--- src/rtl/seq_detector_param.sv ---
// seq_detector_param
//
// Runtime-programmable serial pattern detector. A one-bit stream is compared
// against a pattern of 1..N bits, either overlapping or non-overlapping. The
// reset configuration is the classic 4-bit "0110" overlapping detector.
//
// Parameters
//   N      maximum pattern length (N >= 4)
//   CNT_W  width of the saturating match counter
//   LW     width of the length fields, $clog2(N+1); leave at its default
//
// Ports
//   clk          rising-edge clock
//   rst_n        synchronous active-low reset
//   x            serial data bit
//   in_valid     x carries a sample this cycle
//   cfg_load     latch cfg_pattern/cfg_len/cfg_overlap and clear history
//   cfg_pattern  pattern bits, cfg_pattern[L-1] arrives first, [0] last
//   cfg_len      pattern length L (0 -> 1, > N -> N)
//   cfg_overlap  1: overlapping detection, 0: non-overlapping
//   cnt_clr      synchronous clear of match_cnt (wins over a match)
//   z            combinational Mealy match on the final pattern bit
//   z_q          z delayed by one cycle
//   match_cnt    saturating number of matches
module seq_detector_param #(
  parameter int N     = 8,
  parameter int CNT_W = 8,
  parameter int LW    = $clog2(N + 1)
) (
  input  logic             clk,
  input  logic             rst_n,
  input  logic             x,
  input  logic             in_valid,
  input  logic             cfg_load,
  input  logic [N-1:0]     cfg_pattern,
  input  logic [LW-1:0]    cfg_len,
  input  logic             cfg_overlap,
  input  logic             cnt_clr,
  output logic             z,
  output logic             z_q,
  output logic [CNT_W-1:0] match_cnt
);

  logic [N-1:0]     pat;
  logic [LW-1:0]    len;
  logic             ovl;
  logic [N-2:0]     hist;
  logic [LW-1:0]    fill;
  logic [CNT_W-1:0] cnt;
  logic             z_r;

  logic [N-1:0]     window;
  logic [N-1:0]     len_mask;
  logic             deep_enough;
  logic             pat_hit;

  // A zero length would leave nothing to compare, so it is promoted to 1;
  // anything longer than the history can hold is cut back to N.
  function automatic logic [LW-1:0] clamp_len(input logic [LW-1:0] l);
    if (l == '0) begin
      return LW'(1);
    end
    if (int'(l) > N) begin
      return LW'(N);
    end
    return l;
  endfunction

  function automatic logic [CNT_W-1:0] sat_inc(input logic [CNT_W-1:0] c);
    if (c == '1) begin
      return c;
    end
    return c + CNT_W'(1);
  endfunction

  function automatic logic [LW-1:0] fill_inc(input logic [LW-1:0] f);
    if (f == LW'(N - 1)) begin
      return f;
    end
    return f + LW'(1);
  endfunction

  // ---- match evaluation (combinational, same cycle as x) ----
  // The full N-bit window is always formed; a low-order mask of len bits
  // selects the part that takes part in the comparison. When len == N the
  // shift wraps to zero and the subtraction yields all ones.
  always_comb begin
    window      = {hist, x};
    len_mask    = (N'(1) << len) - N'(1);
    deep_enough = (fill >= (len - LW'(1)));
    pat_hit     = (((window ^ pat) & len_mask) == '0);
    z           = in_valid & ~cfg_load & deep_enough & pat_hit;
  end

  // ---- configuration registers ----
  always_ff @(posedge clk) begin
    if (!rst_n) begin
      pat <= N'(4'b0110);
      len <= LW'(4);
      ovl <= 1'b1;
    end else if (cfg_load) begin
      pat <= cfg_pattern;
      len <= clamp_len(cfg_len);
      ovl <= cfg_overlap;
    end
  end

  // ---- history and effective depth ----
  // After a non-overlapping match fill drops to 0 so the bits already in
  // hist are ignored and a complete fresh pattern is required.
  always_ff @(posedge clk) begin
    if (!rst_n || cfg_load) begin
      hist <= '0;
      fill <= '0;
    end else if (in_valid) begin
      hist <= {hist[N-3:0], x};
      if (z && !ovl) begin
        fill <= '0;
      end else begin
        fill <= fill_inc(fill);
      end
    end
  end

  // ---- match counter and registered pulse ----
  always_ff @(posedge clk) begin
    if (!rst_n || cfg_load) begin
      cnt <= '0;
      z_r <= 1'b0;
    end else begin
      z_r <= z;
      if (cnt_clr) begin
        cnt <= '0;
      end else if (z) begin
        cnt <= sat_inc(cnt);
      end
    end
  end

  assign z_q       = z_r;
  assign match_cnt = cnt;

endmodule

--- config.mk ---
export PLATFORM = sky130hd
export DESIGN_NAME = seq_detector_param
export DESIGN_NICKNAME = d
export VERILOG_FILES = /design/src/rtl/seq_detector_param.sv
export SDC_FILE = /design/constraint.sdc
export NUM_CORES = 1
export LEC_CHECK = 0
export ABC_AREA = 1
export CORE_MARGIN = 3
export CORE_UTILIZATION = 40
export DETAILED_ROUTE_END_ITERATION = 7
export PLACE_DENSITY = 0.74
export SLEW_MARGIN = 15
export SYNTH_ARGS = -nofsm -noshare
export SYNTH_HDL_FRONTEND = slang
export SYNTH_SLANG_ARGS = --single-unit
--- constraint.sdc ---
create_clock -name clk -period 2.1 [get_ports clk]
set_input_delay 0.42 -clock clk [delete_from_list [all_inputs] [get_ports clk]]
set_output_delay 0.42 -clock clk [all_outputs]
set_load 0.005 [all_outputs]
======== Yosys cells after proc, flatten, opt, wreduce, memory -nomap -nowiden ========
Index checks and enable logic that the tools add are counted.
cells by class
  add/sub/neg operators ................... 4
  multiply operators ...................... 0
  divide/modulo/power cells ............... 0
  $lt $le $gt $ge ......................... 2
  equal/unequal tests ..................... 4
  shift-type cells ........................ 1
  multiplexer cells ....................... 22
  bitwise operators ....................... 6
  reductions and logical operators ........ 9
operator list
  kind                                                                 number
  4-bit two-way mux                                                    6
  1-bit two-way mux                                                    15
  8-bit by 1-bit adder with 8-bit output (second input constant)       1
  8-bit AND                                                            1
  8-bit == test (second input constant)                                1
  8-bit zero test                                                      1
  8-bit two-way mux                                                    1
  1-bit by 4-bit left shift with 8-bit output (first input constant)   1
  8-bit by 2-bit subtractor with 8-bit output (second input constant)  1
  8-bit bitwise XOR                                                    1
  4-bit by 1-bit adder with 4-bit output (second input constant)       1
  4-bit by 3-bit == test with 1-bit output (second input constant)     1
  4-bit greater-or-equal comparator                                    1
  4-bit greater-than comparator (second input constant)                1
  4-bit zero test                                                      1
  2-bit AND reduction                                                  2
  4-bit by 1-bit subtractor with 4-bit output (second input constant)  1
  1-bit AND                                                            3
  3-bit inequality test (second input constant)                        1
  1-bit zero test                                                      2
  2-bit inequality test (second input constant)                        1
  2-bit OR reduction                                                   1
  1-bit logical AND                                                    1
  1-bit logical OR                                                     1
  1-bit inverter                                                       1
word-level totals
  register bits after elaboration ......... 33
  latch bits .............................. 0
  bits in writable memories ............... 0
  memory bits (read-only) ................. 0
  bits of input ports ..................... 19
  word-level logic and storage cells ...... 55
  memories ................................ 0

======== Depth between registers and ports, before layout ========
  depth in word-level cells ............... 11
  mapped depth ............................ 17
  mapped depth without buffers ............ 16

======== Worst setup path after synthesis ========
OpenSTA, ideal clock, no wires.
  path kind ............................... flip-flop to output port
  start ................................... register len[2]
  end ..................................... output port z
  arrival time ............................ 1685 ps
  data required time ...................... 1680 ps
  setup slack ............................. -5 ps
  stages on the path, launching flop included .. 15
  path buffers ............................ 1
  cell sequence ........................... dfxtp_1 -> buf_6 -> inv_2 -> nand3_1 -> xor2_1 -> inv_1 -> ha_1 -> nand2_1 -> inv_1 -> nand3_1 -> nand3_1 -> nand3_2 -> nor2_4 -> nand2_4 -> nor2_8
on the way
  word-level cells in the longest chain between the ends .. 5
ends and longest elaborated chain
  element                                      line  source
  start, declared                              45    logic [LW-1:0] len;
  start signal, assigned                       103   len <= clamp_len(cfg_len);
  1-bit by 4-bit left shift with 8-bit output  89    len_mask = (N'(1) << len) - N'(1);
  8-bit by 2-bit subtractor with 8-bit output  89
  8-bit AND                                    91    pat_hit = (((window ^ pat) & len_mask) == '0);
  8-bit zero test                              91
  1-bit AND *                                  92    z = in_valid & ~cfg_load & deep_enough & pat_hit;
  end, declared                                39    output logic z,
Mark *: on every way between the ends. The rest lies on a longest branch, timed or not.

======== Final worst setup path ========
  start ................................... register len[0]
  end ..................................... output port z
Same word-level chain as after synthesis.

==> metrics.txt <==
Slew Limit Fails 0; Yosys cell types 29; Reg clk slew, reported paths 0.07 ns; vias in the first global route 1975; crit-path cells inv_4 -> ha_4 -> ha_4 -> inv_1 -> nor2_1 -> o21ai_2 -> nand3_2 -> nand3_2 -> nor2_4 -> nand2_4 -> nor2_8 -> buf_6; Detailed Place HPWL 3540 um; layout cells sized above 1 37.5%; Core Area 0.00475 sq mm; FF-to-FF Start len[0]; via count 2063; setup slack after layout -0.410 ns; Setup Skew 0.0140 ns; fillers 391; post-synthesis sequential area ratio 33.2%; failing checks negative setup slack; CTS buffer count 5; number of antenna diodes 0; kind of start point of the critical path flip-flop; htree depth 2; full die area 0.00585 sq mm; Int Pwr 0.00118 W; GRT overflow 0; crit path DAT 2.09 ns; Clock Latency Late Sink 0.30 ns; Post-Syn Area 0.00199 sq mm; Largest stage delay, worst path 0.36 ns; minimum clock period 2.51 ns; Synth Register Bits 33; fin util 63.8%; Die Wd 76.5 um; FP Rows 25; die height 76.5 um; syn nets 298; RePlAce Congestion 0.906; outcome complete, but fails checks; CP startpoint len[0]; Clock power frac 38.9%; DRC errors left 0; CP Data Required Time 1.68 ns; Rel. slew slack 74.9%; port bufs 28; final non-filler cell total 403; starting density of the core 41.8%; drt total wl 5610 um; post-layout net count 366; FMAX 398 MHz; Synth-to-Final Area Change 52.5%; Hold Crit Start pat[1]; Gate power share 20.3%; crit path max fanout 5; crit path kind reg2out; router iterations before antenna repair 4; P per Cell Area 533 mW/mm^2; Total Routing Usage GR 17.0%; crit end category output pin; sequential cell fraction of total power 40.8%; multi-input logic area 0.00145 sq mm; first-pass GRT wire length 8190 um; worst IR drop on VDD 0.411 mV; worst slew pin tran 0.376 ns; clock sink count 33; CTS root buf clkbuf_8; Gate Count Post-Synth 267; RSZ-0062 raised after global routing true; type of the tightest min-delay check reg2reg; DR vias/cell 5.12; CP max-delay cell dfxtp_2; CTS tree yes; Leakage 1.25 nW; DP Cell Count 388; deepest clock path buffer count 2; Fin. Hold Viols 0; fin crit share 120%; syn avg cell area 7.45 sq um; I/O pins 29; largest net degree at the start of global routing 13; Register Area 664 sq um; MaxCap Viol Count 0; initial antenna violation count 0; yosys warns 0; # setup viols final 13; Switching Fraction 26.7%; number of routed nets with antenna violations 0; drt wl/cell 13.9 um; P_sw 0.000432 W; starting DRC count in detailed routing 124
## worst max-delay path, delay by kind of cell, from the launching register on
family,cells,cell delay (ns)
AOI/OAI and AO/OA,1,0.08
adders and majority gates,2,0.52
buffers and inverters,3,0.21
DFF,1,0.36
and+or+nand+nor,6,0.64
## through the flow
step           total power, W  cell area [sq um]  hold WS [ns]  setup TNS, ns  worst slack (ns)
6_report              0.00162               3030         0.475          -3.38            -0.410
5_1_grt               0.00168               3030         0.507          -4.82            -0.487
4_1_cts               0.00158               2770         0.483         -0.483            -0.322
3_5_place_dp         0.000950               2570         0.466          -1.55            -0.515
3_3_place_gp         0.000942               2570         0.465          -1.08            -0.494
2_1_floorplan        0.000836               2000         0.448       -0.00280          -0.00280
## what timing repair did
| action | CTS | global route |
|---|---|---|
| endpoints found under the hold margin | 0 | 0 |
| hold buffers | 0 | 0 |
| setup buffers | 1 | 5 |
| cloned | 0 | 1 |
| pin swaps | 8 | 8 |
| endpoints found under the setup margin | 13 | 14 |
| resized for setup | 23 | 52 |
## layer usage
layer  routed length, um  GRT usage [%]  share of wire (%)
met1                2310           20.2                 41
met2                2950           29.7                 53
met3                 159           3.19                2.8
met4                 189           7.25                3.4
met5                   0              0                  0
## flip-flops by register name, indices dropped and copies added (netlist names)
register and cells:
match_cnt 8, pat 8, hist 7, fill 4, len 4, ovl 1
z_q 1
## power groups by stage
stage	Sequential, W	Clock (W)	Combinational, W
4_1_cts	0.000660	0.000628	0.000296
6_report	0.000660	0.000628	0.000328
3_3_place_gp	0.000672	0	0.000271
3_5_place_dp	0.000672	0	0.000278
5_1_grt	0.000661	0.000659	0.000357
2_1_floorplan	0.000671	0	0.000165
## cells by family after synthesis
logic type      after synthesis  share of synthesized area [%]
buf+inv                      35                           7.05
simple gates                130                           33.8
compound gates               40                           10.9
flops                        33                           33.2
xor+xnor                     17                           7.49
fa+ha+maj                    12                           7.55
## cells in the mapped netlist
cell type | count | area [sq um]
xor2_1 | 13 | 114
inv_2 | 4 | 15.0
nand3_1 | 33 | 165
nand2_2 | 5 | 31.3
nand4_1 | 3 | 18.8
xnor2_1 | 4 | 35.0
inv_1 | 25 | 93.8
nand3b_2 | 1 | 11.3
nor4_1 | 1 | 6.26
dfxtp_1 | 33 | 661
a211oi_1 | 2 | 15.0
nor2_1 | 25 | 93.8
o21ai_1 | 1 | 5.00
nand3_2 | 5 | 50.1
nor2_8 | 1 | 20.0
a21oi_1 | 21 | 105
nand2_1 | 45 | 169
buf_6 | 1 | 11.3
o21ai_0 | 12 | 60.1
o22ai_1 | 1 | 6.26
ha_1 | 12 | 150
nor3_1 | 1 | 5.00
nand3b_1 | 3 | 22.5
o21ai_2 | 2 | 17.5
buf_2 | 1 | 5.00
o211ai_1 | 1 | 7.51
nand2_4 | 3 | 33.8
nor2_4 | 4 | 45.0
clkbuf_1 | 4 | 15.0
## final timing paths
check                 end  slack [ns]  cells past startpoint
max reg2reg  match_cnt[4]       -0.37                     18
min reg2reg        pat[1]        0.48                      2
max                     z       -0.41                     12
min                pat[1]        0.48                      2
## area by class of cell
cell class / instances / share of cell area (%)
multi-input combinational: 199 / 47.9
sequential: 33 / 21.9
timing repair buffer: 67 / 19.7
inverter: 29 / 3.84
clock buffer: 7 / 2.85
tap: 67 / 2.76
clock inverter: 1 / 0.990
## layout by cell type, fill, tap and decap left out, types with 4 or more instances in the layout
master and instances:
nand2_1 36, buf_4 32, dfxtp_1 30, clkdlybuf4s50_1 27, nor2_1 22, inv_1 20
nand3_1 20, nand3_2 17, xor2_1 13, a21oi_2 12, o21ai_0 11, nand2_2 10
a21oi_1 9, inv_2 6, nand2_4 6, clkbuf_8 6, buf_6 6, ha_4 5
ha_1 5, nor2_4 4, xnor2_1 4
Note: power is estimated with default switching activity, not from simulation.
